==> src/rtl/usb_uart_rx.sv <==
// usb_uart_rx: 8N1 serial receiver for the USB-serial bridge line.
// A 2-FF synchroniser feeds a centre-sampling receive FSM. Each completed
// byte is delivered through a single-entry holding register with a
// valid/ready handshake. One-cycle pulses report framing errors and overruns.
// Optional build macro USB_UART_RX_PARITY_EN switches the frame to 8E1 and
// adds the parity_err output.
`timescale 1ns/1ps
module usb_uart_rx #(
  parameter int CLK_FREQ     = 100000000,
  parameter int BAUD         = 1000000,
  parameter int CLKS_PER_BIT = CLK_FREQ / BAUD
) (
  input  logic       clk,
  input  logic       rst_n,
  input  logic       usb_rx,
  output logic [7:0] rx_data,
  output logic       rx_valid,
  input  logic       rx_ready,
  output logic       frame_err,
  output logic       overrun,
`ifdef USB_UART_RX_PARITY_EN
  output logic       parity_err,
`endif
  output logic       busy
);

  localparam int CNT_W = $clog2(CLKS_PER_BIT);
  localparam logic [CNT_W-1:0] CNT_LAST = CNT_W'(CLKS_PER_BIT - 1);
  localparam logic [CNT_W-1:0] CNT_HALF = CNT_W'(CLKS_PER_BIT / 2 - 1);

  generate
    if (CLKS_PER_BIT < 4) begin : g_bad_cfg
      $error("usb_uart_rx: CLKS_PER_BIT must be at least 4");
    end
  endgenerate

  typedef enum logic [2:0] {
    S_IDLE, S_START, S_DATA, S_PARITY, S_STOP, S_BREAK
  } state_t;

  state_t           state, state_nxt;
  logic             sync_p0, rxs;
  logic [CNT_W-1:0] clk_cnt;
  logic [2:0]       bit_idx;
  logic [7:0]       shift;
  logic             cnt_clr, data_smp, commit, ferr;
`ifdef USB_UART_RX_PARITY_EN
  logic             par_bit, par_smp, perr;
`endif

  // Two-stage synchroniser for the asynchronous serial line (idles high)
  always_ff @(posedge clk or negedge rst_n) begin
    if (!rst_n) begin
      sync_p0 <= 1'b1;
      rxs     <= 1'b1;
    end else begin
      sync_p0 <= usb_rx;
      rxs     <= sync_p0;
    end
  end

  // FSM state register
  always_ff @(posedge clk or negedge rst_n) begin
    if (!rst_n) state <= S_IDLE;
    else        state <= state_nxt;
  end

  // Next-state logic and per-cycle sample/commit strobes
  always_comb begin
    state_nxt = state;
    cnt_clr   = 1'b0;
    data_smp  = 1'b0;
    commit    = 1'b0;
    ferr      = 1'b0;
`ifdef USB_UART_RX_PARITY_EN
    par_smp   = 1'b0;
    perr      = 1'b0;
`endif
    unique case (state)
      S_IDLE: begin
        cnt_clr = 1'b1;
        if (!rxs) state_nxt = S_START;
      end
      S_START: begin
        // Half-bit check rejects short glitches on the line
        if (clk_cnt == CNT_HALF) begin
          cnt_clr   = 1'b1;
          state_nxt = rxs ? S_IDLE : S_DATA;
        end
      end
      S_DATA: begin
        if (clk_cnt == CNT_LAST) begin
          cnt_clr  = 1'b1;
          data_smp = 1'b1;
`ifdef USB_UART_RX_PARITY_EN
          if (bit_idx == 3'd7) state_nxt = S_PARITY;
`else
          if (bit_idx == 3'd7) state_nxt = S_STOP;
`endif
        end
      end
`ifdef USB_UART_RX_PARITY_EN
      S_PARITY: begin
        if (clk_cnt == CNT_LAST) begin
          cnt_clr   = 1'b1;
          par_smp   = 1'b1;
          state_nxt = S_STOP;
        end
      end
`endif
      S_STOP: begin
        if (clk_cnt == CNT_LAST) begin
          cnt_clr = 1'b1;
          if (!rxs) begin
            // Framing error wins over any parity result
            ferr      = 1'b1;
            state_nxt = S_BREAK;
          end else begin
            state_nxt = S_IDLE;
`ifdef USB_UART_RX_PARITY_EN
            if (par_bit != ^shift) perr = 1'b1;
            else                   commit = 1'b1;
`else
            commit = 1'b1;
`endif
          end
        end
      end
      S_BREAK: begin
        // Wait for the line to go idle so a held-low line cannot retrigger
        cnt_clr = 1'b1;
        if (rxs) state_nxt = S_IDLE;
      end
      default: state_nxt = S_IDLE;
    endcase
  end

  // Bit-timing counter, bit index and receive shift register
  always_ff @(posedge clk or negedge rst_n) begin
    if (!rst_n) begin
      clk_cnt <= '0;
      bit_idx <= '0;
      shift   <= '0;
`ifdef USB_UART_RX_PARITY_EN
      par_bit <= 1'b0;
`endif
    end else begin
      clk_cnt <= cnt_clr ? '0 : clk_cnt + 1'b1;
      if (state == S_START)  bit_idx <= '0;
      else if (data_smp)     bit_idx <= bit_idx + 1'b1;
      if (data_smp)          shift[bit_idx] <= rxs;
`ifdef USB_UART_RX_PARITY_EN
      if (par_smp)           par_bit <= rxs;
`endif
    end
  end

  // Holding register, handshake and status pulses
  always_ff @(posedge clk or negedge rst_n) begin
    if (!rst_n) begin
      rx_data   <= 8'h00;
      rx_valid  <= 1'b0;
      frame_err <= 1'b0;
      overrun   <= 1'b0;
`ifdef USB_UART_RX_PARITY_EN
      parity_err <= 1'b0;
`endif
    end else begin
      frame_err <= ferr;
      overrun   <= 1'b0;
`ifdef USB_UART_RX_PARITY_EN
      parity_err <= perr;
`endif
      if (commit) begin
        // A byte consumed in the same cycle frees the slot for the new one
        if (!rx_valid || rx_ready) begin
          rx_data  <= shift;
          rx_valid <= 1'b1;
        end else begin
          overrun  <= 1'b1;
        end
      end else if (rx_valid && rx_ready) begin
        rx_valid <= 1'b0;
      end
    end
  end

  assign busy = (state != S_IDLE);

endmodule

==> config.mk <==
export PLATFORM = sky130hd
export DESIGN_NAME = usb_uart_rx
export DESIGN_NICKNAME = d
export VERILOG_FILES = /design/src/rtl/usb_uart_rx.sv
export SDC_FILE = /design/constraint.sdc
export NUM_CORES = 1
export LEC_CHECK = 0
export CORE_MARGIN = 2
export CORE_UTILIZATION = 55
export CTS_BUF_LIST = sky130_fd_sc_hd__clkbuf_16
export DETAILED_ROUTE_END_ITERATION = 12
export PLACE_DENSITY = 0.88
export SLEW_MARGIN = 20
export SYNTH_ARGS = -nofsm -noshare
export SYNTH_HDL_FRONTEND = slang
export SYNTH_SLANG_ARGS = --single-unit
export TNS_END_PERCENT = 100
==> constraint.sdc <==
create_clock -name clk -period 4.3 [get_ports clk]
set_input_delay 0.86 -clock clk [delete_from_list [all_inputs] [get_ports clk]]
set_output_delay 0.86 -clock clk [all_outputs]
set_load 0.05 [all_outputs]
==> impl_metrics.yaml, run 1 <==
layout:
  num_antenna_cells: 0
  final_cell_mix: "32 x dfrtp_1, 15 x clkdlybuf4s50_1, 14 x mux2_2"
  fin_cells: 182
  drive_above_1_share: 0.1854
  layout_commonest_cell: "dfrtp_1"
  num-fill-cells: 217
  nNetsFinal: 158
  area_growth_pct: 20.33
timing:
  fin_crit_ns: 2.741
  worst_pin_slew_ns: 0.5299
  setup_violations: 0
  timing.fmax_mhz: 364.8
  drv_slew: 0
  hold_viol: 0
  slew_headroom: 0.6456
  period_share: 0.6375
  rsz0062_at_grt: "false"
  worst_clock_skew_ns: 0.007329
  setup_tns_ns: 0
global_routing:
  grt_pass1_vias: 1115
  grt_pass1_wl_um: 5030
  grtUsageTotal: 0.2093
  antenna_found_initial: 0
  grt_overflow: 0
  grt_max_degree: 35
setup_path:
  cp.required_ns: 3.44
  rrSetupSlack_ns: 2.08
  arrival_ns: 1.88
  critPathMaxFanout: 13
  worst_setup_path_end_kind: "output pin"
  critPathKind: "reg2out"
  cp-start-kind: "register"
logic_synthesis:
  synthArstFlopShare: 1.000
  mappedNetlistArea_um2: 1600
  synth_nets: 143
  synth_compound_area_frac: 0.07662
  ys_types: 36
  synth_adder_area_share: 0.03127
  synthSimpleGateAreaFrac: 0.1931
  synth_xor_area_frac: 0.02737
  yosys_warnings: 0
  synth_top_family_by_area: "simple AND/OR/NAND/NOR gates"
  synth-edff-count: 0
  ys_ff_latch: 34
  ys_seq_area_frac: 0.5332
  synthMuxAreaShare: 0.1126
  syn_area_per_cell_um2: 11.85
  syn_inst: 135
  synthFlopType: "dfrtp_1"
die:
  coreArea_um2: 2758
  initial_core_util: 0.5803
  io_pins: 16
  dieArea_um2: 3357
  die_x_um: 57.94
  fp.dieH_um: 57.94
  rows: 19
routing:
  wl_per_cell_um: 15.49
  drt-pass1-iter-count: 4
  drt_iter0_drc: 20
  via_count: 1079
  drt_wl_total_um: 2819
  ant_nets: 0
  wl_met2_um: 1322
  dr_wl_met3_um: 154
  vias_per_cell: 5.929
  wl_met1_um: 1257
  drc: 0
  top_layer: "met4"
cts:
  clock-sinks: 34
  cts_setup_buffers: 0
  cts_made_buffers: 5
  cts-hold-fix-buffers: 0
  cts_resized: 0
  insertion_delay_ns: 0.28
  htree_levels: 2
  cts_tree: "done"
  clockBufferDepth: 2
  clk_pin_slew_worst_paths_ns: 0.05
  cts-root-buf: "clkbuf_16"
place:
  gp_routability_congestion: 0.9133
  dpl.hpwl_um: 1920
  io_buffers: 15
  place_inst: 174
hold_path:
  min_path_type: "reg2reg"
run_status:
  status: "finished, final reports clean"
power:
  power_density_nw_per_um2: 375.9
  p_leak_nw: 0.8666
  max-vdd-ir-drop_mv: 0.3785
flow_run:
  maxCapViolCount: 0
==> state kept, by name, summed over array words and instances (netlist names) <==
name / cells
rx_valid: 1
sync_p0: 1
rx_data: 8
rxs: 1
bit_idx: 3
clk_cnt: 7
shift: 8
overrun: 1
state: 3
frame_err: 1
==> per-layer routing <==
metal | vias up | global-route usage
met5 | - | 0
met4 | 0 | 0.1196
met3 | 7 | 0.08036
met2 | 25 | 0.3198
met1 | 524 | 0.2541
li1 | 523 | -
==> worst max-delay path, cell delays in order (launching register included) <==
cell	delay, ns
dfrtp_1	0.50
or3_1	0.39
clkdlybuf4s50_1	0.71
==> synthesized netlist by cell type, types with 2 or more instances <==
cell / n / area (um2)
ha_1: 4 / 50.05
mux2_2: 14 / 157.7
dfrtp_1: 32 / 800.8
nand3_1: 8 / 40.04
clkbuf_1: 7 / 26.28
nor2_1: 11 / 41.29
dfstp_2: 2 / 52.55
a21oi_1: 2 / 10.01
mux2_1: 2 / 22.52
and3_1: 3 / 18.77
nor2b_1: 4 / 25.02
nand4_1: 3 / 18.77
a32o_1: 5 / 50.05
nand2_1: 8 / 30.03
nand2b_1: 2 / 12.51
xor2_1: 4 / 35.03
inv_1: 2 / 7.510
o311ai_0: 2 / 17.52
nand4b_1: 3 / 26.28
==> kinds of logic after synthesis <==
group | Yosys count
muxes | 16
and+or+nand+nor | 51
adders and majority gates | 4
DFF | 34
AOI/OAI and AO/OA | 15
xor gates and xnor gates | 5
buffers and inverters | 10
==> power breakdown <==
part / switching, mW / internal [mW] / leakage [nW]
Combinational: 0.00708 / 0.00357 / 0.327
Sequential: 0.00178 / 0.322 / 0.453
Clock: 0.121 / 0.268 / 0.0864
==> worst paths after layout <==
check,to,from,cells past startpoint
max in group asynchronous,rxs,rst_n,2
min in group asynchronous,rx_data[1],rst_n,2
worst min register to register,rxs,sync_p0,0
worst min-delay path,rxs,sync_p0,0
worst max register to register,rx_data[5],clk_cnt[3],4
worst max-delay path,busy,state[1],2
==> cell type report <==
class,count,area [um2],share of cell area
flip-flops and latches,34,853.3,0.4431
multi-input cells,91,705.7,0.3665
repair buffers,16,157.7,0.08187
clock buffers,5,125.1,0.06498
well taps,31,38.79,0.02014
clock inverters,3,37.54,0.01949
inverters,2,7.507,0.003899
==> per-stage QoR <==
step / utilization / area, um2 / power, mW / worst slack, ns / hold WS (ns)
2_1_floorplan: - / 1600 / 0.3301 / 2.296 / 0.3452
3_3_place_gp: 0.6393 / 1763 / 0.3395 / 1.880 / 0.3481
3_5_place_dp: 0.6393 / 1763 / 0.3403 / 1.874 / 0.3507
4_1_cts: 0.6983 / 1926 / 0.7342 / 1.560 / 0.3579
5_1_grt: 0.6983 / 1926 / 0.7456 / 1.512 / 0.3585
6_report: 0.6983 / 1926 / 0.7238 / 1.559 / 0.3562
(Power assumes the default switching activity.)
==> run 2, diff against run 1 <==
==> constraint.sdc (replaced) <==
create_clock -name clk -period 2.6 [get_ports clk]
set_input_delay 0.52 -clock clk [delete_from_list [all_inputs] [get_ports clk]]
set_output_delay 0.52 -clock clk [all_outputs]
set_load 0.05 [all_outputs]
==> run 2 against run 1 <==
Against the previous run:
- first-iteration DRC count down 5.0%
- via count down 1.0%
- final cell count up 0.55%
- core utilization down 0.68 points
- combinational power up 63%
- critical path type unchanged
- global-route usage up 0.31 points
- routed wire length up 1.7%
- sequential share of layout area up 0.44 points
- largest cell class unchanged
- design area down 0.97%
- count of clock-buffer cells in the layout unchanged
==> impl_metrics.yaml, run 2 (synthesis gave the netlist of run 1 again) <==
layout:
  nNetsFinal: 159
  top_regs: "rx_data: 8 flops, shift: 8 flops, clk_cnt: 7 flops"
  multi_input_area_um2: 705.7
  area_growth_pct: 19.16
  final_cell_mix: "32 x dfrtp_1, 15 x clkdlybuf4s50_1, 14 x mux2_2"
  layout_commonest_cell: "dfrtp_1"
  num_antenna_cells: 0
  drive_above_1_share: 0.1842
  area.sequential_um2: 853.3
  num-fill-cells: 189
die:
  io_pins: 16
  fp.dieH_um: 57.94
  coreArea_um2: 2758
  initial_core_util: 0.5803
  rows: 19
  dieArea_um2: 3357
  die_x_um: 57.94
cts:
  cts_made_buffers: 5
  cts-hold-fix-buffers: 0
  clockBufferDepth: 2
  htree_levels: 2
  insertion_delay_ns: 0.28
  cts_tree: "done"
  cts-root-buf: "clkbuf_16"
  clk_pin_slew_worst_paths_ns: 0.05
  cts_resized: 0
  cts_setup_buffers: 0
  clock-sinks: 34
routing:
  drt_wl_total_um: 2867
  drt-pass1-iter-count: 4
  wl_per_cell_um: 15.67
  ant_nets: 0
  via_count: 1068
  drt_iter0_drc: 19
  vias_per_cell: 5.836
  drc: 0
global_routing:
  grt_pass1_vias: 1107
  antenna_found_initial: 0
  grtUsageTotal: 0.2124
  grt_overflow: 0
  grt_max_degree: 35
  grt_pass1_wl_um: 5133
setup_path:
  critPathSlowestCell: "clkdlybuf4s50_1"
  worst_setup_path_end_kind: "output pin"
  rr_worst_depth: 4
  arrival_ns: 1.89
  critPathMaxFanout: 12
  rrSetupSlack_ns: 0.58
  timing.rr.end: "shift[5]"
  worstPathCellList: "or3_1 > clkdlybuf4s50_1"
  critPathKind: "reg2out"
  cp.required_ns: 2.08
  max_stage_delay_ns: 0.71
  rr_startpoint: "clk_cnt[3]"
  cp-start-kind: "register"
place:
  gp_routability_congestion: 0.9260
  dpl.hpwl_um: 1967
  io_buffers: 15
timing:
  fin_crit_ns: 2.405
  hold_viol: 0
  setup_violations: 0
  period_share: 0.9251
  worst_pin_slew_ns: 0.4928
  drv_slew: 0
  rsz0062_at_grt: "false"
  slew_headroom: 0.6704
  setup_tns_ns: 0
  timing.fmax_mhz: 415.8
  holdWs_ns: 0.3532
  worst_clock_skew_ns: 0.005679
hold_path:
  min_to: "rxs"
  hold_path_depth: 0
  min_path_type: "reg2reg"
  min-delay-start: "sync_p0"
power:
  p_leak_nw: 0.8520
  max-vdd-ir-drop_mv: 0.5696
  power_density_nw_per_um2: 574.2
flow_run:
  maxCapViolCount: 0
run_status:
  status: "finished, final reports clean"
## run 2: worst max-delay path: cells and delay by family (launching register included)
kind          cells  cell delay (ns)
simple gates      1             0.41
buf+inv           1             0.71
flops             1             0.49
## run 2: how the worst max path moves through the flow
| stage | startpoint | endpoint | slack (ns) | cells past startpoint |
|---|---|---|---|---|
| floorplan | clk_cnt[3] | shift[5] | 0.67 | 4 |
| global placement | state[0] | busy | 0.51 | 2 |
| detailed placement | state[0] | busy | 0.50 | 2 |
| CTS | state[0] | busy | 0.19 | 2 |
| global route | state[0] | busy | 0.15 | 2 |
| finish | state[0] | busy | 0.19 | 2 |
## run 2: power by group
group / leakage (nW) / internal, mW / switching, mW
clock: 0.0663 / 0.343 / 0.199
combinational: 0.332 / 0.00591 / 0.0115
sequential: 0.453 / 0.533 / 0.00252
total: 0.852 / 0.882 / 0.213
## run 2: through the flow
step | power, mW | area [um2] | worst slack, ns | instances | utilization
global route | 1.143 | 1907 | 0.1486 | 183 | 0.6915
CTS | 1.111 | 1907 | 0.1872 | 183 | 0.6915
global placement | 0.5616 | 1770 | 0.5113 | 175 | 0.6420
finish | 1.095 | 1907 | 0.1948 | 183 | 0.6915
floorplan | 0.5459 | 1600 | 0.6656 | 135 | -
detailed placement | 0.5624 | 1770 | 0.5026 | 175 | 0.6420
## run 2: metal layers
layer	track usage	up-vias	wire length [um]
li1	-	518	-
met1	0.2644	506	1237
met2	0.3182	35	1384
met3	0.08705	9	162
met4	0.1130	0	82
met5	0	-	0
## run 2: area by class of cell
class                           count  area share
Tap cell                           31     0.02034
Timing Repair Buffer               17     0.08661
Multi-Input combinational cell     91      0.3701
Clock buffer                        5     0.06562
Sequential cell                    34      0.4475
Clock inverter                      3    0.005906
Inverter                            2    0.003937
==> run 3, diff against run 2 <==
--- a/config.mk
+++ b/config.mk
@@ -9,6 +9,7 @@
 export CORE_UTILIZATION = 55
 export CTS_BUF_LIST = sky130_fd_sc_hd__clkbuf_16
 export DETAILED_ROUTE_END_ITERATION = 12
+export MAX_ROUTING_LAYER = met4
 export PLACE_DENSITY = 0.88
 export SLEW_MARGIN = 20
 export SYNTH_ARGS = -nofsm -noshare
==> results of run 3 <==
Final layout, timing and power as in run 2 (identical DEF).
Main changes from that run: final weighted congestion in routability-driven placement 0.9260 -> 0.9424; overall routing resource usage 0.2124 -> 0.2190
